<file path="config.mk">
export PLATFORM = sky130hd
export DESIGN_NAME = mul_div_unit
export DESIGN_NICKNAME = d
export VERILOG_FILES = /design/src/rtl/mdu_pkg.sv /design/src/rtl/mdu_step.sv /design/src/rtl/mul_div_unit.sv
export SDC_FILE = /design/constraint.sdc
export NUM_CORES = 1
export LEC_CHECK = 0
export CELL_PAD_IN_SITES_DETAIL_PLACEMENT = 1
export CELL_PAD_IN_SITES_GLOBAL_PLACEMENT = 2
export CORE_ASPECT_RATIO = 2
export CORE_UTILIZATION = 38
export CTS_BUF_LIST = sky130_fd_sc_hd__clkbuf_4 sky130_fd_sc_hd__clkbuf_8 sky130_fd_sc_hd__clkbuf_16
export CTS_CLUSTER_DIAMETER = 150
export DETAILED_ROUTE_END_ITERATION = 7
export PLACE_DENSITY = 0.84
export SLEW_MARGIN = 10
export SYNTH_ARGS = -nofsm -noshare
export SYNTH_HDL_FRONTEND = slang
export SYNTH_SLANG_ARGS = --single-unit
</file>
<file path="constraint.sdc">
create_clock -name clk -period 6.25 [get_ports clk]
set_input_delay 0.9375 -clock clk [delete_from_list [all_inputs] [get_ports clk]]
set_output_delay 0.9375 -clock clk [all_outputs]
set_load 0.01 [all_outputs]
</file>
<file path="src/rtl/mdu_pkg.sv">
// rtl/mdu_pkg.sv - shared encodings and sizing helpers for the multiply/divide unit
//
// Contents:
//   mdu_op_e    : operation codes as driven on mul_div_unit.op
//   mdu_state_e : control FSM states
//   cnt_width() : iteration counter width for a given operand width
package mdu_pkg;

  localparam int MDU_WIDTH = 32;

  typedef enum logic [1:0] {
    OP_MULTU = 2'b00,
    OP_MULT  = 2'b01,
    OP_DIVU  = 2'b10,
    OP_DIV   = 2'b11
  } mdu_op_e;

  typedef enum logic [1:0] {
    S_IDLE = 2'b00,
    S_CALC = 2'b01,
    S_FIX  = 2'b10
  } mdu_state_e;

  function automatic int cnt_width(input int width);
    return (width > 1) ? $clog2(width) : 1;
  endfunction

  localparam int MDU_CNT_W = cnt_width(MDU_WIDTH);

endpackage

</file>
<file path="src/rtl/mdu_step.sv">
// rtl/mdu_step.sv - one combinational shift-add / restoring-divide iteration
//
// Ports:
//   acc_in  [2W-1:0] : accumulator before the step ({hi_part, lo_part})
//   opnd    [W-1:0]  : multiplicand magnitude (mul) or divisor magnitude (div)
//   is_div           : 1 selects a restoring-divide step, 0 a shift-add step
//   acc_out [2W-1:0] : accumulator after the step
module mdu_step #(
  parameter int WIDTH = 32
) (
  input  logic [2*WIDTH-1:0] acc_in,
  input  logic [WIDTH-1:0]   opnd,
  input  logic               is_div,
  output logic [2*WIDTH-1:0] acc_out
);

  logic [WIDTH:0] sum;
  logic [WIDTH:0] diff;

  always_comb begin
    // Multiply: conditional add into the upper half, carry kept so the
    // following right shift brings it down into the product.
    sum  = {1'b0, acc_in[2*WIDTH-1:WIDTH]} + (acc_in[0] ? {1'b0, opnd} : '0);
    // Divide: the remainder after the left shift is WIDTH+1 bits wide
    // (its top bit is the one shifted out of acc_in), so subtract from that.
    // diff[WIDTH] acts as the borrow: the partial remainder is always below
    // twice the divisor, so a WIDTH+1-bit result is enough to tell the sign.
    diff = acc_in[2*WIDTH-1:WIDTH-1] - {1'b0, opnd};

    acc_out = {sum, acc_in[WIDTH-1:1]};
    if (is_div) begin
      if (!diff[WIDTH]) begin
        acc_out = {diff[WIDTH-1:0], acc_in[WIDTH-2:0], 1'b1};
      end else begin
        acc_out = {acc_in[2*WIDTH-2:0], 1'b0};
      end
    end
  end

endmodule

</file>
<file path="src/rtl/mul_div_unit.sv">
// rtl/mul_div_unit.sv - iterative MULT/MULTU/DIV/DIVU unit producing HI/LO
//
// Ports:
//   clk, rst_n         : clock, asynchronous active-low reset
//   start, op[1:0]     : issue request and operation (sampled only while idle)
//   Adat, Bdat [W-1:0] : multiplicand/dividend, multiplier/divisor
//   busy               : operation in progress, starts ignored
//   done               : one-cycle pulse when hi/lo/div_by_zero are updated
//   hi, lo [W-1:0]     : product halves, or remainder/quotient
//   div_by_zero        : last completed operation was a divide by zero
module mul_div_unit
  import mdu_pkg::*;
#(
  parameter int WIDTH = MDU_WIDTH
) (
  input  logic             clk,
  input  logic             rst_n,
  input  logic             start,
  input  logic [1:0]       op,
  input  logic [WIDTH-1:0] Adat,
  input  logic [WIDTH-1:0] Bdat,
  output logic             busy,
  output logic             done,
  output logic [WIDTH-1:0] hi,
  output logic [WIDTH-1:0] lo,
  output logic             div_by_zero
);

  localparam int CW = cnt_width(WIDTH);

  mdu_state_e state, state_next;
  mdu_op_e    op_in;

  logic [CW-1:0]      cnt;
  logic [2*WIDTH-1:0] acc;
  logic [2*WIDTH-1:0] acc_step;
  logic [WIDTH-1:0]   opnd;
  logic [WIDTH-1:0]   a_raw;
  logic               is_div_q;
  logic               neg_q;
  logic               neg_r;
  logic               b_zero;

  logic               in_signed;
  logic               in_div;
  logic [WIDTH-1:0]   a_mag;
  logic [WIDTH-1:0]   b_mag;
  logic [2*WIDTH-1:0] prod_fix;
  logic [WIDTH-1:0]   quo_fix;
  logic [WIDTH-1:0]   rem_fix;

  assign op_in     = mdu_op_e'(op);
  assign in_signed = (op_in == OP_MULT) || (op_in == OP_DIV);
  assign in_div    = (op_in == OP_DIVU) || (op_in == OP_DIV);
  assign a_mag     = (in_signed && Adat[WIDTH-1]) ? -Adat : Adat;
  assign b_mag     = (in_signed && Bdat[WIDTH-1]) ? -Bdat : Bdat;

  // Sign correction applied at FIX. neg_q covers both the product sign
  // (MULT) and the quotient sign (DIV); neg_r is the dividend sign.
  assign prod_fix = neg_q ? -acc : acc;
  assign quo_fix  = neg_q ? -acc[WIDTH-1:0] : acc[WIDTH-1:0];
  assign rem_fix  = neg_r ? -acc[2*WIDTH-1:WIDTH] : acc[2*WIDTH-1:WIDTH];

  assign busy = (state != S_IDLE);

  mdu_step #(.WIDTH(WIDTH)) u_step (
    .acc_in  (acc),
    .opnd    (opnd),
    .is_div  (is_div_q),
    .acc_out (acc_step)
  );

  always_comb begin
    state_next = state;
    case (state)
      S_IDLE:  if (start) state_next = S_CALC;
      S_CALC:  if (cnt == '0) state_next = S_FIX;
      S_FIX:   state_next = S_IDLE;
      default: state_next = S_IDLE;
    endcase
  end

  always_ff @(posedge clk or negedge rst_n) begin
    if (!rst_n) begin
      state <= S_IDLE;
    end else begin
      state <= state_next;
    end
  end

  always_ff @(posedge clk or negedge rst_n) begin
    if (!rst_n) begin
      cnt         <= '0;
      acc         <= '0;
      opnd        <= '0;
      a_raw       <= '0;
      is_div_q    <= 1'b0;
      neg_q       <= 1'b0;
      neg_r       <= 1'b0;
      b_zero      <= 1'b0;
      done        <= 1'b0;
      hi          <= '0;
      lo          <= '0;
      div_by_zero <= 1'b0;
    end else begin
      done <= 1'b0;
      case (state)
        S_IDLE: begin
          if (start) begin
            // Multiply keeps the multiplier in the low half and adds the
            // multiplicand; divide shifts the dividend up out of the low half.
            acc      <= {{WIDTH{1'b0}}, (in_div ? a_mag : b_mag)};
            opnd     <= in_div ? b_mag : a_mag;
            a_raw    <= Adat;
            is_div_q <= in_div;
            neg_q    <= in_signed && (Adat[WIDTH-1] ^ Bdat[WIDTH-1]);
            neg_r    <= (op_in == OP_DIV) && Adat[WIDTH-1];
            b_zero   <= (Bdat == '0);
            cnt      <= CW'(WIDTH - 1);
          end
        end
        S_CALC: begin
          acc <= acc_step;
          if (cnt != '0) cnt <= cnt - 1'b1;
        end
        S_FIX: begin
          done <= 1'b1;
          if (is_div_q && b_zero) begin
            hi          <= a_raw;
            lo          <= '1;
            div_by_zero <= 1'b1;
          end else if (is_div_q) begin
            hi          <= rem_fix;
            lo          <= quo_fix;
            div_by_zero <= 1'b0;
          end else begin
            hi          <= prod_fix[2*WIDTH-1:WIDTH];
            lo          <= prod_fix[WIDTH-1:0];
            div_by_zero <= 1'b0;
          end
        end
        default: ;
      endcase
    end
  end

endmodule
</file>
# After elaboration in Yosys (flattened, before gate mapping)
# Index checks and enable logic that the tools add are counted.
# word_totals
regBits	205
word_cells	71
# classes
addsub	8
n_eq_ne	8
mux	24
bitwise_logic	1
n_reduce_logical	17
# op_table
op	n
two-way mux 32 bit	11
two-way mux 64 bit	4
negation 32 bit	4
case mux 64 bit (2 select lines)	1
negation 64 bit	1
adder 32 x 33 -> 33 bit	1
subtractor 33 x 32 -> 33 bit	1
zero test 32 bit	1
two-way mux 5 bit	2
case mux 5 bit (2 select lines)	1
equality test 2 bit (second input constant)	3
inequality test 2 bit (second input constant)	3
AND reduction 2 bit	3
logical AND 1 bit	5
zero test 5 bit	1
nonzero test 5 bit	1
subtractor 5 x 1 -> 5 bit (second input constant)	1
equality test 2 x 1 -> 1 bit (second input constant)	2
two-way mux 2 bit	2
case mux 2 bit (2 select lines)	1
nonzero test 2 bit	2
AND reduction 3 bit	1
zero test 2 bit	1
logical OR 1 bit	2
other kinds (2)	3

# Logic depth before layout (Yosys ltp)
# Gate-level depths: netlist of the first run.
# logic_depth
depth_word	7
mapped_depth	14

# Cells and area by module
# From an unflattened synthesis of the first run, not the netlist that was laid out.
# hier_totals
cells_unflattened	2073
area_unflattened_um2	16478.3
# by_module_without_submodules
mod	n_inst	cells_per_inst	area_per_inst_um2	seq_area_each_um2
mul_div_unit	1	1361	11648.7	5129.9
mdu_step	1	712	4829.6	0.0

# Worst setup path after synthesis of the first run
# Ideal clock, no wire load.
# synth_path
path_kind	input port to flip-flop
from	input Bdat[9]
to	register opnd[28]
setup_ps	121
t_arrival_ps	3039
path_slack_ps	3090
stages	9
path_cell_list	or4_4 -> or4_4 -> nor3_4 -> nand2b_1 -> nor4_4 -> a21oi_1 -> xnor2_1 -> a21oi_1 -> a22o_1
# synth_via
elab_chain_cells	3
# synth_rtl
item	line_no	source
start: declaration	mul_div_unit.sv:21	input logic [WIDTH-1:0] Bdat,
negation 32 bit	mul_div_unit.sv:56	assign b_mag = (in_signed && Bdat[WIDTH-1]) ? -Bdat : Bdat;
two-way mux 32 bit	mul_div_unit.sv:56	
two-way mux 32 bit	mul_div_unit.sv:113	opnd <= in_div ? b_mag : a_mag;
end signal: assignment	mul_div_unit.sv:113	
end: declaration	mul_div_unit.sv:37	logic [WIDTH-1:0] opnd;
# Every way passes these cells.
# A chain may end at the register's enable or synchronous reset.

# Final worst setup path of the first run
# layout_path
from	register acc[31]
to	register acc[50]
# layout_via
elab_chain_cells	4
# layout_rtl
item	line_no	source
start: declaration	mul_div_unit.sv:35	logic [2*WIDTH-1:0] acc;
start signal: assignment	mul_div_unit.sv:112	acc <= {{WIDTH{1'b0}}, (in_div ? a_mag : b_mag)};
start signal: assignment	mul_div_unit.sv:123	acc <= acc_step;
subtractor 33 x 32 -> 33 bit	mdu_step.sv:28	diff = acc_in[2*WIDTH-1:WIDTH-1] - {1'b0, opnd};
two-way mux 64 bit	mdu_step.sv:32	if (!diff[WIDTH]) begin
two-way mux 64 bit	mdu_step.sv:31	if (is_div) begin
case mux 64 bit (2 select lines)	mul_div_unit.sv:107	case (state)
# Every way passes these cells.

==> summary.md, run 1 <==
| Metric | Value |
|---|---|
| Run status | `completed` |
| Floorplan core area | `41,300 um2` |
| Residual overflow from global routing | `0` |
| Critical Path Start Type | `register` |
| Die Wd | `147 um` |
| Cell row count | `105` |
| Largest area contributor in the synthesized netlist | `dfrtp_1` |
| Pin count of the biggest net entering global routing | `106` |
| Critical R2R Launch | `acc[31]$_DFFE_PN0P_` |
| Category of the worst setup path capture point | `register` |
| CP Class | `register to register` |
| Ys flop type | `dfrtp_1` |
| Arithmetic-cell share of the synthesized area counting full adders, half adders and majority gates | `5.74%` |
| Required time of the critical path | `6.59 ns` |
| Worst hold-check path type | `primary input to asynchronous set/reset pin` |
| Number of hold buffers added after cts | `0` |
| Number of buffers and inverters on the critical path | `2` |
| Fraction of registers with async set/reset | `100%` |
| Maximum fanout count along the critical path | `22` |
| Syn. warnings | `0` |
| Final net count | `2,202` |
| Final period utilization | `68.6%` |
| Post-layout utilization of the core | `44.7%` |
| DRC violation total after the first TritonRoute iteration | `687` |
| Sequence of cells on the critical path | `inv_1 -> ha_1 -> fa_1 -> nand2b_1 -> a21oi_1 -> o211ai_1 -> nand2_2 -> a311oi_2 -> o31a_2 -> xnor2_4 -> buf_4 -> mux2i_1 -> o221ai_1` |
| Standby leakage power | `7.90 nW` |
| Combined global-route utilization of all metal layers | `32.1%` |
| Worst-skew pair later-pin latency | `0.54 ns` |
| Leading cell types by total area after synthesis | `dfrtp_1, nand2_1, a21oi_1, ha_1, xor2_1` |
| Max Cap Violations | `0` |
| Count of buffers added by post-CTS timing repair for setup | `0` |
| Placed wire-length estimate after detailed placement | `53.6 mm` |
| Leading cell type in the layout, fill and taps excluded | `nand2_1` |
| Net Count, Synth | `2,136` |
| Detailed-route vias per instance | `5.93` |
| Critical Path AT | `4.63 ns` |
| Number of flops mapped to enable cells by yosys | `0` |
| Worst reg2reg path endpoint | `acc[50]$_DFFE_PN0P_` |
| VDD IR-drop max | `0.259 mV` |
| Total vias in the final route | `15,500` |
| Resized cells post-CTS | `0` |
| Total wirelength of the detailed-routed design | `67.7 mm` |
| Synth Register Bits | `205` |
| Vert. Die Dim | `292 um` |
| Setup Skew | `0.0240 ns` |
| I/O Buffers | `135` |
| Largest family of logic cells by synthesized area | `compound AO/OA/AOI/OAI gates` |
| TNS Setup | `0 ns` |
| Wire length of the first global-routing pass | `103 mm` |
| GP Congestion | `0.928` |
| Category of cells accounting for the largest share of critical-path delay | `compound AO/OA/AOI/OAI gates` |
| Iteration count of the initial detailed-routing pass | `5` |
| Synthesized area divided by synthesized cell count | `8.00 um2` |
| Number of global-route vias before repair | `16,500` |
| Mean routed wirelength per cell | `25.9 um` |
| TritonCTS clock tree | `yes` |
| Cts bufs inserted | `21` |
| Yosys cell types | `78` |
| Detailed-route DRC error count | `0` |
| Number of setup violations in the final report | `0` |
| Top library cells by usage in the layout, fill and taps aside | `nand2_1, nor2_1, dfrtp_1, a21oi_1, o21ai_0` |
| Total power divided by cell area | `608 nW/um2` |
| Count of pins on the block boundary | `136` |
| N_diodes | `0` |
| Gate Count Post-Synth | `1,995` |
| Clock-pin slew on the worst setup and hold paths | `0.07 ns` |
| Number of clock sinks | `205` |
| Worst reg-to-reg setup slack | `1.96 ns` |
| Worst stage delay on the critical path | `0.74 ns` |
| Highest achievable clock rate | `233 MHz` |
| XOR/XNOR share of the synthesized area | `9.61%` |
| Cell area after synthesis | `16,000 um2` |
| Max-slew violation count | `0` |
| Final critical delay including setup and external delays | `4.29 ns` |
| Synth Area in Simple Gates | `19.7%` |
| Setup repair after global routing missed its margin | `no` |
| Effective utilization at floorplan | `38.7%` |
| Die footprint | `42,900 um2` |
| Number of cell instances on the worst register-to-register path | `13` |
| Proportion of layout cells with a drive suffix above 1 | `5.49%` |
| Share of synthesized area spent on multiplexers | `4.69%` |
| Depth of the CTS H-tree | `1` |
| Yosys top cell area share | `32.1%` |
| Number of antenna violations at the first check in global routing | `0` |
| Clock root buffer master | `clkbuf_16` |
| Synth Area in Compound Gates | `23.7%` |
| Max_slew headroom | `27.3%` |
| Buffer depth of the longest clock path | `3` |
| Proportion of synthesized chip area in sequential cells | `32.1%` |
| Worst-margin pin slew | `1.08 ns` |
| Final hold vios | `0` |
| Cell at the slowest stage of the critical path | `xnor2_4` |
| Final antenna-violating net count | `0` |
| Layout overhead on the synthesized area | `15.6%` |
==> how the worst max path moves through the flow <==
stage                        start              endpoint  depth (start not counted)
2_1_floorplan              Bdat[9]  opnd[28]$_DFFE_PN0P_                          9
3_3_place_gp              Adat[11]   acc[23]$_DFFE_PN0P_                          9
3_5_place_dp   acc[31]$_DFFE_PN0P_   acc[50]$_DFFE_PN0P_                         13
4_1_cts        acc[31]$_DFFE_PN0P_   acc[50]$_DFFE_PN0P_                         13
5_1_grt        acc[31]$_DFFE_PN0P_   acc[50]$_DFFE_PN0P_                         13
6_report       acc[31]$_DFFE_PN0P_   acc[50]$_DFFE_PN0P_                         13
==> kinds of logic after synthesis <==
family | after synthesis
compound gates | 601
xor+xnor | 173
fa+ha+maj | 72
buf+inv | 185
flops | 205
mux | 74
simple gates | 685
==> metal layers <==
| layer | wire length, um | part of all wire (%) | track usage (%) |
|---|---|---|---|
| met3 | 1510 | 2.2 | 1.94 |
| met5 | 0 | 0 | 0 |
| met2 | 35200 | 52 | 57.8 |
| met4 | 6780 | 10 | 27.6 |
| met1 | 24200 | 36 | 33.5 |
==> stage by stage <==
step           power (W)  std cells  hold WS (ns)  worst slack (ns)  cell area [um2]
2_1_floorplan    0.00745       1995         0.440              3.09            16000
3_3_place_gp     0.00967       2573         0.455              2.13            17800
3_5_place_dp     0.00984       2573         0.463              2.01            17800
4_1_cts           0.0112       2610         0.479              1.95            18500
5_1_grt           0.0120       2610         0.494              1.74            18500
6_report          0.0112       2610         0.448              1.96            18500
==> registers in the layout, summed over array words and instances (netlist names) <==
name         cells
a_raw           32
acc             64
b_zero           1
cnt              5
div_by_zero      1
done             1
hi              32
is_div_q         1
lo              32
neg_q            1
neg_r            1
opnd            32
state            2
==> cell usage after synthesis, types with 6 or more instances <==
cell type	number
xnor2_1	79
mux2i_1	68
dfrtp_1	205
clkbuf_1	105
nand2_1	260
nor2b_1	13
buf_1	9
o21ai_0	139
nand3_1	38
a22oi_1	40
or4_1	10
nand2b_1	17
nand4_1	6
and2_1	14
ha_1	70
a21oi_1	177
a2111oi_0	7
or2_2	10
mux2_2	6
o221ai_1	6
o41ai_1	13
nor3_1	36
or3_1	16
a31oi_1	25
nor4_1	18
o21ai_1	11
inv_1	62
a21o_1	30
nor2_1	208
o21a_1	9
a211oi_1	44
and3_1	13
o211ai_1	28
o31ai_1	19
xor2_1	93
==> power breakdown <==
part,switching (W),internal [W],leakage [nW],total [W]
logic,0.00438,0.00289,4.96,0.00727
clock network,0.000577,0.000745,0.350,0.00132
registers,0.000768,0.00185,2.59,0.00262
total,0.00573,0.00549,7.90,0.0112
==> area by class of cell <==
type	count	area, um2
multi-input combinational	1605	10100
inverter	63	236
clock inverter	7	70.1
fill	4972	22800
sequential	205	5130
tap	535	669
timing repair buffer	165	1580
clock buffer	30	631
Power figures use the tool's default switching activity.
==> run 2: changes to the inputs <==
--- a/config.mk
+++ b/config.mk
@@ -8,11 +8,11 @@
 export CELL_PAD_IN_SITES_DETAIL_PLACEMENT = 1
 export CELL_PAD_IN_SITES_GLOBAL_PLACEMENT = 2
 export CORE_ASPECT_RATIO = 2
-export CORE_UTILIZATION = 38
+export CORE_UTILIZATION = 32
 export CTS_BUF_LIST = sky130_fd_sc_hd__clkbuf_4 sky130_fd_sc_hd__clkbuf_8 sky130_fd_sc_hd__clkbuf_16
 export CTS_CLUSTER_DIAMETER = 150
 export DETAILED_ROUTE_END_ITERATION = 7
-export PLACE_DENSITY = 0.84
+export PLACE_DENSITY = 0.75
 export SLEW_MARGIN = 10
 export SYNTH_ARGS = -nofsm -noshare
 export SYNTH_HDL_FRONTEND = slang
==> constraint.sdc (replaced) <==
create_clock -name clk -period 3.8 [get_ports clk]
set_input_delay 0.57 -clock clk [delete_from_list [all_inputs] [get_ports clk]]
set_output_delay 0.57 -clock clk [all_outputs]
set_load 0.01 [all_outputs]
==> run 2 against run 1 <==
Power is 79% higher. Worst setup slack worse by 1.9 ns. Global-route usage is 3.0 points lower. Hold slack worse by 0.41 ns.
==> summary.md, run 2 (synthesized netlist as in run 1, its figures left out) <==
| Metric | Value |
|---|---|
| Run status | `completed (unchanged)` |
| Final net count | `2,331 (was 2,202)` |
| Total vias in the final route | `16,100 (was 15,500)` |
| Residual overflow from global routing | `0 (unchanged)` |
| Detailed-route DRC error count | `0 (unchanged)` |
| Combined global-route utilization of all metal layers | `29.1% (was 32.1%)` |
| Effective utilization at floorplan | `32.4% (was 38.7%)` |
| Max reg flops | `64 (unchanged)` |
| Category of cells accounting for the largest share of critical-path delay | `simple AND/OR/NAND/NOR gates (was compound AO/OA/AOI/OAI gates)` |
| Critical Path AT | `4.18 ns (was 4.63 ns)` |
| Worst hold-check path type | `primary input to asynchronous set/reset pin (unchanged)` |
| Maximum fanout count along the critical path | `6 (was 22)` |
| Net Sw Frac | `50.0% (was 51.1%)` |
| Hold Slack | `0.0425 ns (was 0.448 ns)` |
| Clock root buffer master | `clkbuf_16 (unchanged)` |
| Final antenna-violating net count | `0 (unchanged)` |
| Clock network fraction of total power | `12.1% (was 11.8%)` |
| Top library cells by usage in the layout, fill and taps aside | `nand2_1, nor2_1, dfrtp_1, a21oi_1, buf_4 (was nand2_1, nor2_1, dfrtp_1, a21oi_1, o21ai_0)` |
| Detailed-route vias per instance | `5.64 (was 5.93)` |
| Placed cells | `2,808 (was 2,573)` |
| Category of the worst setup path capture point | `register (unchanged)` |
| Footprint of the multi-input gates | `10,100 um2 (about the same)` |
| N_diodes | `0 (unchanged)` |
| Number of antenna violations at the first check in global routing | `0 (unchanged)` |
| Final critical delay including setup and external delays | `3.77 ns (was 4.29 ns)` |
| Number of setup violations in the final report | `0 (unchanged)` |
| Register ranked first by flip-flop count | `acc (unchanged)` |
| Number of cells on the critical path | `8 (was 13)` |
| Count of pins on the block boundary | `136 (unchanged)` |
| Proportion of layout cells with a drive suffix above 1 | `11.2% (was 5.49%)` |
| Combinational Power Share | `68.6% (was 64.8%)` |
| CP Class | `register to register (unchanged)` |
| TNS Setup | `0 ns (unchanged)` |
| Worst stage delay on the critical path | `0.67 ns (was 0.74 ns)` |
| Pin count of the biggest net entering global routing | `95 (was 106)` |
| Number of global-route vias before repair | `17,800 (was 16,500)` |
| Cell row count | `115 (was 105)` |
| Total wirelength of the detailed-routed design | `73.7 mm (was 67.7 mm)` |
| Worst reg-to-reg setup slack | `0.03 ns (was 1.96 ns)` |
| Standby leakage power | `8.58 nW (was 7.90 nW)` |
| Max-slew violation count | `0 (unchanged)` |
| Sequence of cells on the critical path | `nor3_1 -> nand4_1 -> o31ai_1 -> a22oi_1 -> nor4_1 -> a21oi_1 -> xnor2_1 -> o21ai_0 (was inv_1 -> ha_1 -> fa_1 -> nand2b_1 -> a21oi_1 -> o211ai_1 -> nand2_2 -> a311oi_2 -> o31a_2 -> xnor2_4 -> buf_4 -> mux2i_1 -> o221ai_1)` |
| Layout overhead on the synthesized area | `23.4% (was 15.6%)` |
| Die footprint | `50,800 um2 (was 42,900 um2)` |
| Required time of the critical path | `4.21 ns (was 6.59 ns)` |
| Setup repair after global routing missed its margin | `no (unchanged)` |
| Sequential cell area | `5130 um2 (unchanged)` |
| VDD IR-drop max | `0.373 mV (was 0.259 mV)` |
| Internal Power | `0.0101 W (was 0.00549 W)` |
| Number of clock sinks | `205 (unchanged)` |
| Clock-pin slew on the worst setup and hold paths | `0.06 ns (was 0.07 ns)` |
| Die Wd | `160 um (was 147 um)` |
| Cell at the slowest stage of the critical path | `o31ai_1 (was xnor2_4)` |
| Number of buffers and inverters on the critical path | `0 (was 2)` |
| Count of buffers added by post-CTS timing repair for setup | `0 (unchanged)` |
| Depth of the CTS H-tree | `1 (unchanged)` |
| Highest achievable clock rate | `265 MHz (was 233 MHz)` |
| GP Congestion | `0.944 (was 0.928)` |
| Number of cell instances on the worst register-to-register path | `8 (was 13)` |
| I/O Buffers | `135 (unchanged)` |
| Filler cell count | `6,014 (was 4,972)` |
| Vert. Die Dim | `318 um (was 292 um)` |
| Mean routed wirelength per cell | `25.9 um (about the same)` |
| DRC violation total after the first TritonRoute iteration | `596 (was 687)` |
| Max Cap Violations | `0 (unchanged)` |
| Cts bufs inserted | `23 (was 21)` |
| Worst-skew pair later-pin latency | `0.56 ns (was 0.54 ns)` |
| Worst-margin pin slew | `1.11 ns (was 1.08 ns)` |
| Total power divided by cell area | `1020 nW/um2 (was 608 nW/um2)` |
| Post-layout instance count excluding filler cells | `2,849 (was 2,610)` |
| Number of hold buffers added after cts | `0 (unchanged)` |
| Placed wire-length estimate after detailed placement | `59.8 mm (was 53.6 mm)` |
| Final hold vios | `0 (unchanged)` |
| Critical Path Start Type | `register (unchanged)` |
| Leading cell type in the layout, fill and taps excluded | `nand2_1 (unchanged)` |
| Buffer depth of the longest clock path | `3 (unchanged)` |
| Wire length of the first global-routing pass | `111 mm (was 103 mm)` |
| Switching power of the nets | `0.0101 W (was 0.00573 W)` |
| Setup Skew | `0.0283 ns (was 0.0240 ns)` |
| TritonCTS clock tree | `yes (unchanged)` |
| Floorplan core area | `49,200 um2 (was 41,300 um2)` |
| Resized cells post-CTS | `0 (unchanged)` |
| Final period utilization | `99.1% (was 68.6%)` |
| Max_slew headroom | `25.4% (was 27.3%)` |
| Iteration count of the initial detailed-routing pass | `4 (was 5)` |
| Proportion of power drawn by flip-flops and latches | `19.3% (was 23.4%)` |
==> run 2: changes by cell type in the layout (fill, tap and decap cells not counted), sizes merged <==
cell,before,now
buf,31,159
bufinv,1,3
clkbuf,31,29
clkinv,4,5
clkinvlp,1,2
inv,64,65
==> run 2: power by group through the flow <==
stage	logic [W]	clock network (W)	registers (W)
6_report	0.0138	0.00243	0.00389
3_3_place_gp	0.0134	0	0.00389
4_1_cts	0.0138	0.00250	0.00389
3_5_place_dp	0.0137	0	0.00392
5_1_grt	0.0150	0.00256	0.00399
2_1_floorplan	0.00852	0	0.00374
==> run 2: final cells by class <==
class	instances	share of cell area (%)
Inverter	63	1.20
Multi-Input combinational cell	1605	51.5
Sequential cell	205	26.0
Timing Repair Buffer	292	13.2
Clock inverter	12	0.768
Tap cell	643	4.08
Clock buffer	29	3.24
==> run 2: routing by layer <==
metal / vias up / GRT usage (%) / share of wire [%]
li1: 7502 / - / -
met1: 8029 / 27.6 / 34
met2: 352 / 55.2 / 54
met3: 186 / 2.20 / 2.3
met4: 0 / 25.6 / 10
met5: - / 0 / 0
==> run 2: stage by stage <==
stage          setup slack (ns)  cell area (um2)  power (W)  util [%]
5_1_grt                  0.0247            19700     0.0215      40.0
6_report                 0.0329            19700     0.0201      40.0
2_1_floorplan             0.712            16000     0.0123         -
3_5_place_dp             0.0336            18900     0.0176      38.4
3_3_place_gp             0.0960            18900     0.0173      38.4
4_1_cts                  0.0327            19700     0.0202      40.0
==> run 2: final timing paths <==
check                                      startpoint               endpoint
worst max-delay path              acc[13]$_DFFE_PN0P_     hi[26]$_DFFE_PN0P_
max in group asynchronous                       rst_n     lo[15]$_DFFE_PN0P_
worst max register to register    acc[13]$_DFFE_PN0P_     hi[26]$_DFFE_PN0P_
worst min-delay path                            rst_n  a_raw[27]$_DFFE_PN0P_
worst min register to register  a_raw[12]$_DFFE_PN0P_  a_raw[12]$_DFFE_PN0P_
min in group clk                a_raw[12]$_DFFE_PN0P_  a_raw[12]$_DFFE_PN0P_
==> run 3: changes to the inputs <==
--- a/config.mk
+++ b/config.mk
@@ -12,7 +12,7 @@
 export CTS_BUF_LIST = sky130_fd_sc_hd__clkbuf_4 sky130_fd_sc_hd__clkbuf_8 sky130_fd_sc_hd__clkbuf_16
 export CTS_CLUSTER_DIAMETER = 150
 export DETAILED_ROUTE_END_ITERATION = 7
-export PLACE_DENSITY = 0.75
+export PLACE_DENSITY_LB_ADDON = 0.1
 export SLEW_MARGIN = 10
 export SYNTH_ARGS = -nofsm -noshare
 export SYNTH_HDL_FRONTEND = slang
==> run 3 against run 2 <==
The run now ends with hold timing left. Utilization about the same. Maximum frequency up 2.5%. First-iteration DRC count rose by 7.9%. Sequential power hardly changed. Largest cell class unchanged. Worst setup slack improved by 0.092 ns. Wire length grew 2.0%. Register-to-register slack improved by 0.09 ns. Non-clock buffer count grew 7.
==> summary.md, run 3 (synthesized netlist as in run 1, its figures left out) <==
| Metric | Value |
|---|---|
| Worst setup path startpoint | `acc[32]$_DFFE_PN0P_ (was acc[13]$_DFFE_PN0P_)` |
| Number of antenna violations at the first check in global routing | `0 (unchanged)` |
| Violations in the final reports | `hold timing` |
| Max_slew headroom | `33.8% (was 25.4%)` |
| N_diodes | `0 (unchanged)` |
| Total vias in the final route | `16,100 (about the same)` |
| Setup Skew | `0.0192 ns (was 0.0283 ns)` |
| Worst-margin pin slew | `0.993 ns (was 1.11 ns)` |
| Number of clock sinks | `205 (unchanged)` |
| Run status | `finished, violations left (was completed)` |
| Clock root buffer master | `clkbuf_16 (unchanged)` |
| Total wirelength of the detailed-routed design | `75.2 mm (was 73.7 mm)` |
| Max-slew violation count | `0 (unchanged)` |
| Count of buffers added by post-CTS timing repair for setup | `0 (unchanged)` |
| GP Congestion | `0.933 (was 0.944)` |
| Placed wire-length estimate after detailed placement | `61.0 mm (was 59.8 mm)` |
| CP Class | `register to register (unchanged)` |
| TNS Setup | `0 ns (unchanged)` |
| Critical Path AT | `4.09 ns (was 4.18 ns)` |
| Setup repair after global routing missed its margin | `no (unchanged)` |
| I/O Buffers | `135 (unchanged)` |
| Net Sw Frac | `50.1% (was 50.0%)` |
| Worst reg-to-reg setup slack | `0.12 ns (was 0.03 ns)` |
| Pin count of the biggest net entering global routing | `70 (was 95)` |
| Final hold vios | `1 (was 0)` |
| Final critical delay including setup and external delays | `3.68 ns (was 3.77 ns)` |
| Switching power of the nets | `0.0101 W (about the same)` |
| Register ranked first by flip-flop count | `acc (unchanged)` |
| Number of setup violations in the final report | `0 (unchanged)` |
| Mean routed wirelength per cell | `26.3 um (was 25.9 um)` |
| Detailed-route vias per instance | `5.63 (was 5.64)` |
| Die footprint | `50,800 um2 (unchanged)` |
| Final period utilization | `96.7% (was 99.1%)` |
| Total power divided by cell area | `1020 nW/um2 (about the same)` |
| Effective utilization at floorplan | `32.4% (unchanged)` |
| Worst-skew pair later-pin latency | `0.55 ns (was 0.56 ns)` |
| Category of the worst setup path capture point | `register (unchanged)` |
| Top library cells by usage in the layout, fill and taps aside | `nand2_1, nor2_1, dfrtp_1, a21oi_1, buf_4 (unchanged)` |
| Filler cell count | `5,904 (was 6,014)` |
| Iteration count of the initial detailed-routing pass | `5 (was 4)` |
| Maximum fanout count along the critical path | `6 (unchanged)` |
| Number of hold buffers added after cts | `0 (unchanged)` |
| Wire length of the first global-routing pass | `112 mm (was 111 mm)` |
| Clock-pin slew on the worst setup and hold paths | `0.06 ns (about the same)` |
| Detailed-route DRC error count | `0 (unchanged)` |
| Max reg flops | `64 (unchanged)` |
| Combinational Power Share | `68.8% (was 68.6%)` |
| Die Wd | `160 um (unchanged)` |
| Total power draw | `0.0201 W (about the same)` |
| Cts bufs inserted | `23 (unchanged)` |
| Layout overhead on the synthesized area | `23.5% (was 23.4%)` |
| DRC violation total after the first TritonRoute iteration | `643 (was 596)` |
| Combined global-route utilization of all metal layers | `29.6% (was 29.1%)` |
| VDD IR-drop max | `0.486 mV (was 0.373 mV)` |
| Cell row count | `115 (unchanged)` |
| Highest achievable clock rate | `272 MHz (was 265 MHz)` |
| Internal Power | `0.0100 W (was 0.0101 W)` |
| Leading cell type in the layout, fill and taps excluded | `nand2_1 (unchanged)` |
| Count of pins on the block boundary | `136 (unchanged)` |
| Standby leakage power | `8.59 nW (was 8.58 nW)` |
| Vert. Die Dim | `318 um (unchanged)` |
| Critical Path Start Type | `register (unchanged)` |
| TritonCTS clock tree | `yes (unchanged)` |
| Worst hold-check path type | `primary input to asynchronous set/reset pin (unchanged)` |
| Depth of the CTS H-tree | `1 (unchanged)` |
| Buffer depth of the longest clock path | `3 (unchanged)` |
| Proportion of power drawn by flip-flops and latches | `19.4% (was 19.3%)` |
| Required time of the critical path | `4.22 ns (was 4.21 ns)` |
| Clock network fraction of total power | `11.8% (was 12.1%)` |
| Number of global-route vias before repair | `17,300 (was 17,800)` |
| Final net count | `2,338 (was 2,331)` |
| Proportion of layout cells with a drive suffix above 1 | `11.5% (was 11.2%)` |
| Floorplan core area | `49,200 um2 (unchanged)` |
| Max Cap Violations | `0 (unchanged)` |
| Final antenna-violating net count | `0 (unchanged)` |
| Hold Slack | `-0.00638 ns (was 0.0425 ns)` |
| Critical R2R Launch | `acc[32]$_DFFE_PN0P_ (was acc[13]$_DFFE_PN0P_)` |
| Residual overflow from global routing | `0 (unchanged)` |
[run 3: timing repair]
action / CTS / global route
gates resized for setup: 1 / 2
setup endpoints to repair: 2 / 2
pin swaps: 0 / 0
[run 3: worst paths after layout]
path | cells past startpoint | end
max | 14 | acc[61]$_DFFE_PN0P_
min | 1 | acc[43]$_DFFE_PN0P_
max reg2reg | 14 | acc[61]$_DFFE_PN0P_
min reg2reg | 2 | a_raw[16]$_DFFE_PN0P_
max in group asynchronous | 2 | acc[4]$_DFFE_PN0P_
min in group clk | 2 | a_raw[16]$_DFFE_PN0P_
[run 3: layout make-up]
class | instances | area [um2] | area share, %
multi-input cells | 1605 | 10200 | 51.5
flip-flops and latches | 205 | 5130 | 26.0
repair buffers | 299 | 2620 | 13.3
well taps | 643 | 805 | 4.08
clock buffers | 30 | 653 | 3.31
inverters | 63 | 236 | 1.20
clock inverters | 11 | 124 | 0.628
[run 3: stage by stage]
step | setup slack [ns] | util (%) | area, um2 | std cells
after CTS | 0.0187 | 40.1 | 19700 | 2856
after global routing | 0.0116 | 40.1 | 19700 | 2856
after floorplan | 0.712 | - | 16000 | 1995
after detailed placement | -0.0751 | 38.5 | 18900 | 2815
after global placement | -0.00484 | 38.5 | 18900 | 2815
final | 0.125 | 40.1 | 19700 | 2856
[run 3: power groups by stage]
stage	Clock, W	Sequential (W)	Combinational [W]
global route	0.00250	0.00400	0.0150
floorplan	0	0.00374	0.00852
detailed placement	0	0.00393	0.0138
global placement	0	0.00391	0.0136
CTS	0.00244	0.00390	0.0139
finish	0.00238	0.00390	0.0138
[run 3: critical path, stage by stage (launching register included)]
cell and delay, ns:
dfrtp_1 0.38, buf_4 0.16, ha_1 0.27, nor2b_1 0.27, o2111ai_1 0.26, a2111oi_2 0.53, buf_4 0.21, o211ai_1 0.15
a31oi_1 0.20, buf_4 0.16, a2111oi_0 0.09, a311oi_1 0.47, buf_4 0.20, mux2_2 0.14, o211ai_1 0.07
[run 3: metal layers]
metal | up-vias | part of all wire [%] | track usage, %
li1 | 7504 | - | -
met1 | 8044 | 35 | 29.0
met2 | 357 | 53 | 55.6
met3 | 176 | 2.4 | 2.32
met4 | 0 | 9.9 | 24.8
met5 | - | 0 | 0
